$ cat config.mk
export PLATFORM = sky130hd
export DESIGN_NAME = random_share_arbiter
export DESIGN_NICKNAME = d
export VERILOG_FILES = /design/src/rtl/random_share_arbiter.sv
export SDC_FILE = /design/constraint.sdc
export NUM_CORES = 1
export LEC_CHECK = 0
export ABC_AREA = 1
export CAP_MARGIN = 10
export CORE_AREA = 2 2 70 99
export CTS_BUF_LIST = sky130_fd_sc_hd__clkbuf_4
export DETAILED_ROUTE_END_ITERATION = 6
export DIE_AREA = 0 0 72 101
export SLEW_MARGIN = 25
export SYNTH_ARGS = -nofsm -noshare
export SYNTH_HDL_FRONTEND = slang
export SYNTH_SLANG_ARGS = --single-unit
$ cat constraint.sdc
create_clock -name clock -period 2.5 [get_ports clock]
set_clock_uncertainty 0.1 [all_clocks]
set_input_delay 0.375 -clock clock [delete_from_list [all_inputs] [get_ports clock]]
set_output_delay 0.375 -clock clock [all_outputs]
set_load 0.03 [all_outputs]
$ cat src/rtl/random_share_arbiter.sv
// Round-robin sharing of one LFSR-based, range-limited random source between NUM_REQ requesters.
// Define RANDOM_STATS_EN to build the rejection counter behind stat_reject_cnt.
module random_share_arbiter #(
    parameter int unsigned NUM_REQ     = 4,
    parameter int unsigned DSIZE       = 8,
    parameter int unsigned BEGIN_VALUE = 0,
    parameter int unsigned END_VALUE   = 100,
    parameter logic [15:0] SEED        = 16'hACE1,
    parameter int unsigned MAX_RETRY   = 4
) (
    input  logic                       clock,
    input  logic                       rst_n,
    input  logic [NUM_REQ-1:0]         req_valid,
    output logic [NUM_REQ-1:0]         req_ready,
    output logic                       rsp_valid,
    input  logic                       rsp_ready,
    output logic [$clog2(NUM_REQ)-1:0] rsp_id,
    output logic [DSIZE-1:0]           rsp_data,
    input  logic                       reseed_valid,
    input  logic [15:0]                reseed_data,
    output logic                       busy,
    output logic [15:0]                stat_reject_cnt
);

    localparam int unsigned IDW  = $clog2(NUM_REQ);
    localparam int unsigned RW   = $clog2(MAX_RETRY + 2);
    localparam int unsigned SPAN = END_VALUE - BEGIN_VALUE;

    // Smallest all-ones value covering SPAN; zero when the range is a single value.
    function automatic int unsigned calc_mask(input int unsigned span);
        int unsigned m;
        m = 0;
        for (int i = 0; i < 16; i++) begin
            if (m < span) m = (m << 1) | 32'd1;
        end
        return m;
    endfunction

    localparam int unsigned      MASK_W      = calc_mask(SPAN);
    localparam logic [15:0]      MASK        = MASK_W[15:0];
    localparam logic [15:0]      SPAN16      = SPAN[15:0];
    localparam logic [RW-1:0]    MAX_RETRY_R = MAX_RETRY[RW-1:0];
    localparam logic [DSIZE-1:0] BEGIN_D     = DSIZE'(BEGIN_VALUE);
    localparam logic [DSIZE-1:0] SPAN1_D     = DSIZE'(SPAN + 1);
    localparam logic [IDW:0]     NREQ_W      = (IDW + 1)'(NUM_REQ);
    localparam logic [IDW-1:0]   LAST_ID     = IDW'(NUM_REQ - 1);

    typedef enum logic [2:0] {
        StIdle,
        StArb,
        StDraw,
        StCheck,
        StResp
    } state_t;

    state_t           state_q;
    logic [15:0]      lfsr_q;
    logic [IDW-1:0]   ptr_q;
    logic [IDW-1:0]   id_q;
    logic [RW-1:0]    retry_q;
    logic [DSIZE-1:0] data_q;

    logic             rst_int_n;
    logic [1:0]       rst_sync_q;

    logic [15:0]      lfsr_step;
    logic [15:0]      cand;
    logic             reject;
    logic [DSIZE-1:0] data_acc;
    logic [DSIZE-1:0] data_fold;
    logic             found;
    logic [IDW-1:0]   winner;
    logic [IDW-1:0]   next_ptr;

    // Assert asynchronously, release on a clock edge so all state leaves reset together.
    always_ff @(posedge clock or negedge rst_n) begin
        if (!rst_n) begin
            rst_sync_q <= 2'b00;
        end else begin
            rst_sync_q <= {rst_sync_q[0], 1'b1};
        end
    end

    assign rst_int_n = rst_sync_q[1];

    assign lfsr_step = {lfsr_q[14:0], lfsr_q[15] ^ lfsr_q[13] ^ lfsr_q[12] ^ lfsr_q[10]};
    assign cand      = lfsr_q & MASK;
    assign reject    = cand > SPAN16;
    assign data_acc  = BEGIN_D + DSIZE'(cand);
    // cand < 2*(SPAN+1) after rejection, so the fold always lands inside the range.
    assign data_fold = data_acc - SPAN1_D;

    always_comb begin
        logic [IDW:0] s;
        s      = '0;
        found  = 1'b0;
        winner = '0;
        for (int unsigned i = 0; i < NUM_REQ; i++) begin
            s = {1'b0, ptr_q} + (IDW + 1)'(i);
            if (s >= NREQ_W) s = s - NREQ_W;
            if (!found && req_valid[s[IDW-1:0]]) begin
                found  = 1'b1;
                winner = s[IDW-1:0];
            end
        end
    end

    assign next_ptr = (winner == LAST_ID) ? '0 : winner + IDW'(1);

    always_comb begin
        req_ready = '0;
        if (state_q == StArb && found) req_ready[winner] = 1'b1;
    end

    assign rsp_valid = (state_q == StResp);
    assign busy      = (state_q != StIdle);
    assign rsp_id    = id_q;
    assign rsp_data  = data_q;

    always_ff @(posedge clock or negedge rst_int_n) begin
        if (!rst_int_n) begin
            state_q <= StIdle;
            lfsr_q  <= SEED;
            ptr_q   <= '0;
            id_q    <= '0;
            retry_q <= '0;
            data_q  <= '0;
        end else begin
            unique case (state_q)
                StIdle: begin
                    if (reseed_valid) lfsr_q <= (reseed_data == 16'h0) ? SEED : reseed_data;
                    if (|req_valid) state_q <= StArb;
                end
                StArb: begin
                    if (found) begin
                        id_q    <= winner;
                        ptr_q   <= next_ptr;
                        retry_q <= '0;
                        state_q <= StDraw;
                    end else begin
                        state_q <= StIdle;
                    end
                end
                StDraw: begin
                    lfsr_q  <= lfsr_step;
                    state_q <= StCheck;
                end
                StCheck: begin
                    if (!reject) begin
                        data_q  <= data_acc;
                        state_q <= StResp;
                    end else if (retry_q < MAX_RETRY_R) begin
                        retry_q <= retry_q + RW'(1);
                        state_q <= StDraw;
                    end else begin
                        data_q  <= data_fold;
                        state_q <= StResp;
                    end
                end
                StResp: begin
                    if (rsp_ready) state_q <= StIdle;
                end
                default: state_q <= StIdle;
            endcase
        end
    end

`ifdef RANDOM_STATS_EN
    logic [15:0] stat_q;

    always_ff @(posedge clock or negedge rst_int_n) begin
        if (!rst_int_n) begin
            stat_q <= 16'h0;
        end else if (state_q == StIdle && reseed_valid) begin
            stat_q <= 16'h0;
        end else if (state_q == StCheck && reject && stat_q != 16'hFFFF) begin
            stat_q <= stat_q + 16'h1;
        end
    end

    assign stat_reject_cnt = stat_q;
`else
    assign stat_reject_cnt = 16'h0;
`endif

endmodule

==> flow_summary.json <==
{
  "status": "finished with violations",
  "violations": "negative setup slack",
  "dpl.hpwl_mm": 3.533,
  "muxShareOfSynthArea": 0,
  "nets": 374,
  "drtIter0Drc": 62,
  "initial_utilization": 0.3462,
  "setup_slack_ns": -0.04755,
  "r2r-start": "lfsr_q[0]",
  "drive_gt1_frac": 0.1977,
  "pwr_density_cell_nw_per_um2": 1306,
  "synth_area_um2": 2228,
  "clock.fmax_mhz": 392.5,
  "ff2ff_path_depth": 8,
  "final_hold_viol_count": 0,
  "synth_xor_area_frac": 0.02358,
  "synth_seq_cells": 36,
  "synthFlopType": "dfrtp_1",
  "cts.sinks": 36,
  "cp.required_ns": 2.03,
  "setup_violations": 4,
  "clock_latency_ns": 0.34,
  "ys_top_cells_by_area": "dfrtp_1 (31%), nand2_1 (12%), dfstp_2 (9.4%)",
  "yosys_warnings": 0,
  "crit_path_start_kind": "input port",
  "synth_fa_ha_area_frac": 0.03930,
  "post-route-period-util": 1.019,
  "ios": 56,
  "fp.coreArea_um2": 6437,
  "hp-class": "input port to asynchronous set/reset pin",
  "crit_start": "req_valid[3]",
  "r2r-end": "rsp_data[7]",
  "die_y_um": 101,
  "synth_top_cell_by_area": "dfrtp_1",
  "final_common_cell": "nand2_1",
  "fin_area_um2": 2821,
  "synth_top_family_by_area": "simple AND/OR/NAND/NOR gates",
  "ant_nets": 0,
  "routed_via_density": 4.730,
  "cp-end-kind": "primary output",
  "cts-buffers-inserted": 5,
  "place_area_um2": 2635,
  "drc": 0,
  "synth_compound_area_frac": 0.1325,
  "die-area_um2": 7272,
  "cap_violations": 0,
  "p_leak_uw": 0.001364,
  "syn_to_final_growth_pct": 26.61,
  "holdWs_ns": 0.08589,
  "critPathKind": "input port to primary output",
  "synth-simple-area-share": 0.2667,
  "path_cells": "clkdlybuf4s50_1 -> inv_1 -> nand2_1 -> nand3_1 -> nand2_2 -> nand3_2 -> nand2_1 -> nand2_2 -> nand3_4 -> inv_2 -> ha_1 -> inv_1 -> nor2_1 -> buf_4",
  "antenna_cells": 0,
  "cpPeakStageDelay_ns": 0.50,
  "async_flop_share": 1.000,
  "die_w_um": 72,
  "wl_per_cell_um": 11.54,
  "htreeDepth": 2,
  "globalRouteOverflowTotal": 0,
  "syn_inst": 293,
  "fill_cells": 687,
  "postSynthAreaPerCell_um2": 7.605,
  "final_cell_mix": "nand2_1 (60), nor2_1 (40), clkdlybuf4s50_1 (35)",
  "crit_slowest_cell": "clkdlybuf4s50_1",
  "yosysTopAreaCellShare": 0.3144,
  "grtUsageTotal": 0.1395,
  "antenna_found_initial": 0,
  "synth_edf_count": 0,
  "root_buffer": "clkbuf_4",
  "core.rowCount": 35,
  "ff2ff_setup_slack_ns": 0.45,
  "place.gp.congestion": 0.8604,
  "grt_pass1_wl_mm": 8.052,
  "ys_seq_area_frac": 0.4088,
  "path_max_fanout": 3,
  "cts_tree": "done",
  "postCtsHoldBufs": 0,
  "grt_max_degree": 35,
  "ys_types": 32,
  "port_buffers": 39,
  "dr.pass1.iters": 4,
  "maxSlewViolCount": 0,
  "vias": 1977,
  "grt_pass1_vias": 1873,
  "worstPathArrival_ns": 2.07,
  "clkSlewWorstSetupHoldPaths_ns": 0.10,
  "fin_crit_ns": 2.548,
  "ir_drop_uv": 483.0,
  "clock_path_buffers": 2,
  "rsz0062_at_grt": "true",
  "routed_wl_mm": 4.822
}
[metrics by stage]
| stage | instances | setup TNS (ns) | util | power [uW] | worst slack (ns) |
|---|---|---|---|---|---|
| 2_1_floorplan | 308 | 0 | - | 2590 | 0.1963 |
| 3_3_place_gp | 405 | -0.1005 | 0.4093 | 3112 | -0.04017 |
| 3_5_place_dp | 405 | -0.2083 | 0.4093 | 3143 | -0.07293 |
| 4_1_cts | 417 | -0.08750 | 0.4264 | 3565 | -0.03054 |
| 5_1_grt | 418 | -0.7942 | 0.4383 | 4053 | -0.2320 |
| 6_report | 418 | -0.1265 | 0.4383 | 3685 | -0.04755 |
[synthesized netlist by cell type (3+ instances only)]
library cell / instances
a21oi_1: 4
a31oi_1: 5
buf_4: 17
dfrtp_1: 28
dfstp_2: 8
ha_1: 7
inv_1: 28
inv_2: 4
nand2_1: 72
nand3_1: 14
nor2_1: 41
o21ai_0: 29
o21ai_1: 3
o22ai_1: 4
xnor2_1: 3
xor2_1: 3
[repair_timing]
action / in CTS / in global routing
buffers inserted: 4 / 1
gates resized for setup: 13 / 18
pin swaps: 5 / 7
endpoints found under the setup margin: 4 / 4
[critical path, delay by kind of cell]
family / cells / cell delay, ns
buffers and inverters: 5 / 0.84
and+or+nand+nor: 8 / 0.67
adders and majority gates: 1 / 0.19
[power by group]
group	internal, uW	switching, uW	leakage [uW]	total [uW]
combinational	880	1390	0.000907	2270
sequential	889	224	0.000425	1110
clock	103	194	0.0000324	297
total	1870	1810	0.00136	3680
[worst max-delay path by stage]
| stage | depth (start not counted) | end |
|---|---|---|
| after floorplan | 13 | req_ready[2] |
| after global placement | 13 | req_ready[1] |
| after detailed placement | 14 | req_ready[3] |
| after CTS | 14 | req_ready[3] |
| after global routing | 14 | req_ready[3] |
| final | 14 | req_ready[1] |
[flip-flops by register name (all words and copies together), names as in the netlist]
signal      cells
lfsr_q         16
ptr_q           2
state_q         3
rst_sync_q      2
rsp_data        8
rsp_id          2
retry_q         3
[kinds of logic after synthesis]
logic type,Yosys count
DFF,36
buffers and inverters,53
AOI/OAI and AO/OA,51
adders and majority gates,7
xor gates and xnor gates,6
other,2
and+or+nand+nor,138
[metal layers]
metal / share of wire / wire length [um] / vias to the layer above / GRT usage
li1: - / - / 1005 / -
met1: 0.41 / 1968 / 912 / 0.1583
met2: 0.53 / 2559 / 49 / 0.2493
met3: 0.036 / 173 / 11 / 0.02900
met4: 0.025 / 121 / 0 / 0.05951
met5: 0 / 0 / - / 0
[area by class of cell]
class                      instances  area (um^2)  area share
inverter                          32        122.6     0.04346
multi-input combinational        219         1184      0.4195
timing repair buffer              49        459.2      0.1627
tap                               74        92.59     0.03282
clock inverter                     3        13.76    0.004878
sequential                        36        912.1      0.3233
clock buffer                       5        37.54     0.01330
Power figures use the tool's default switching activity.
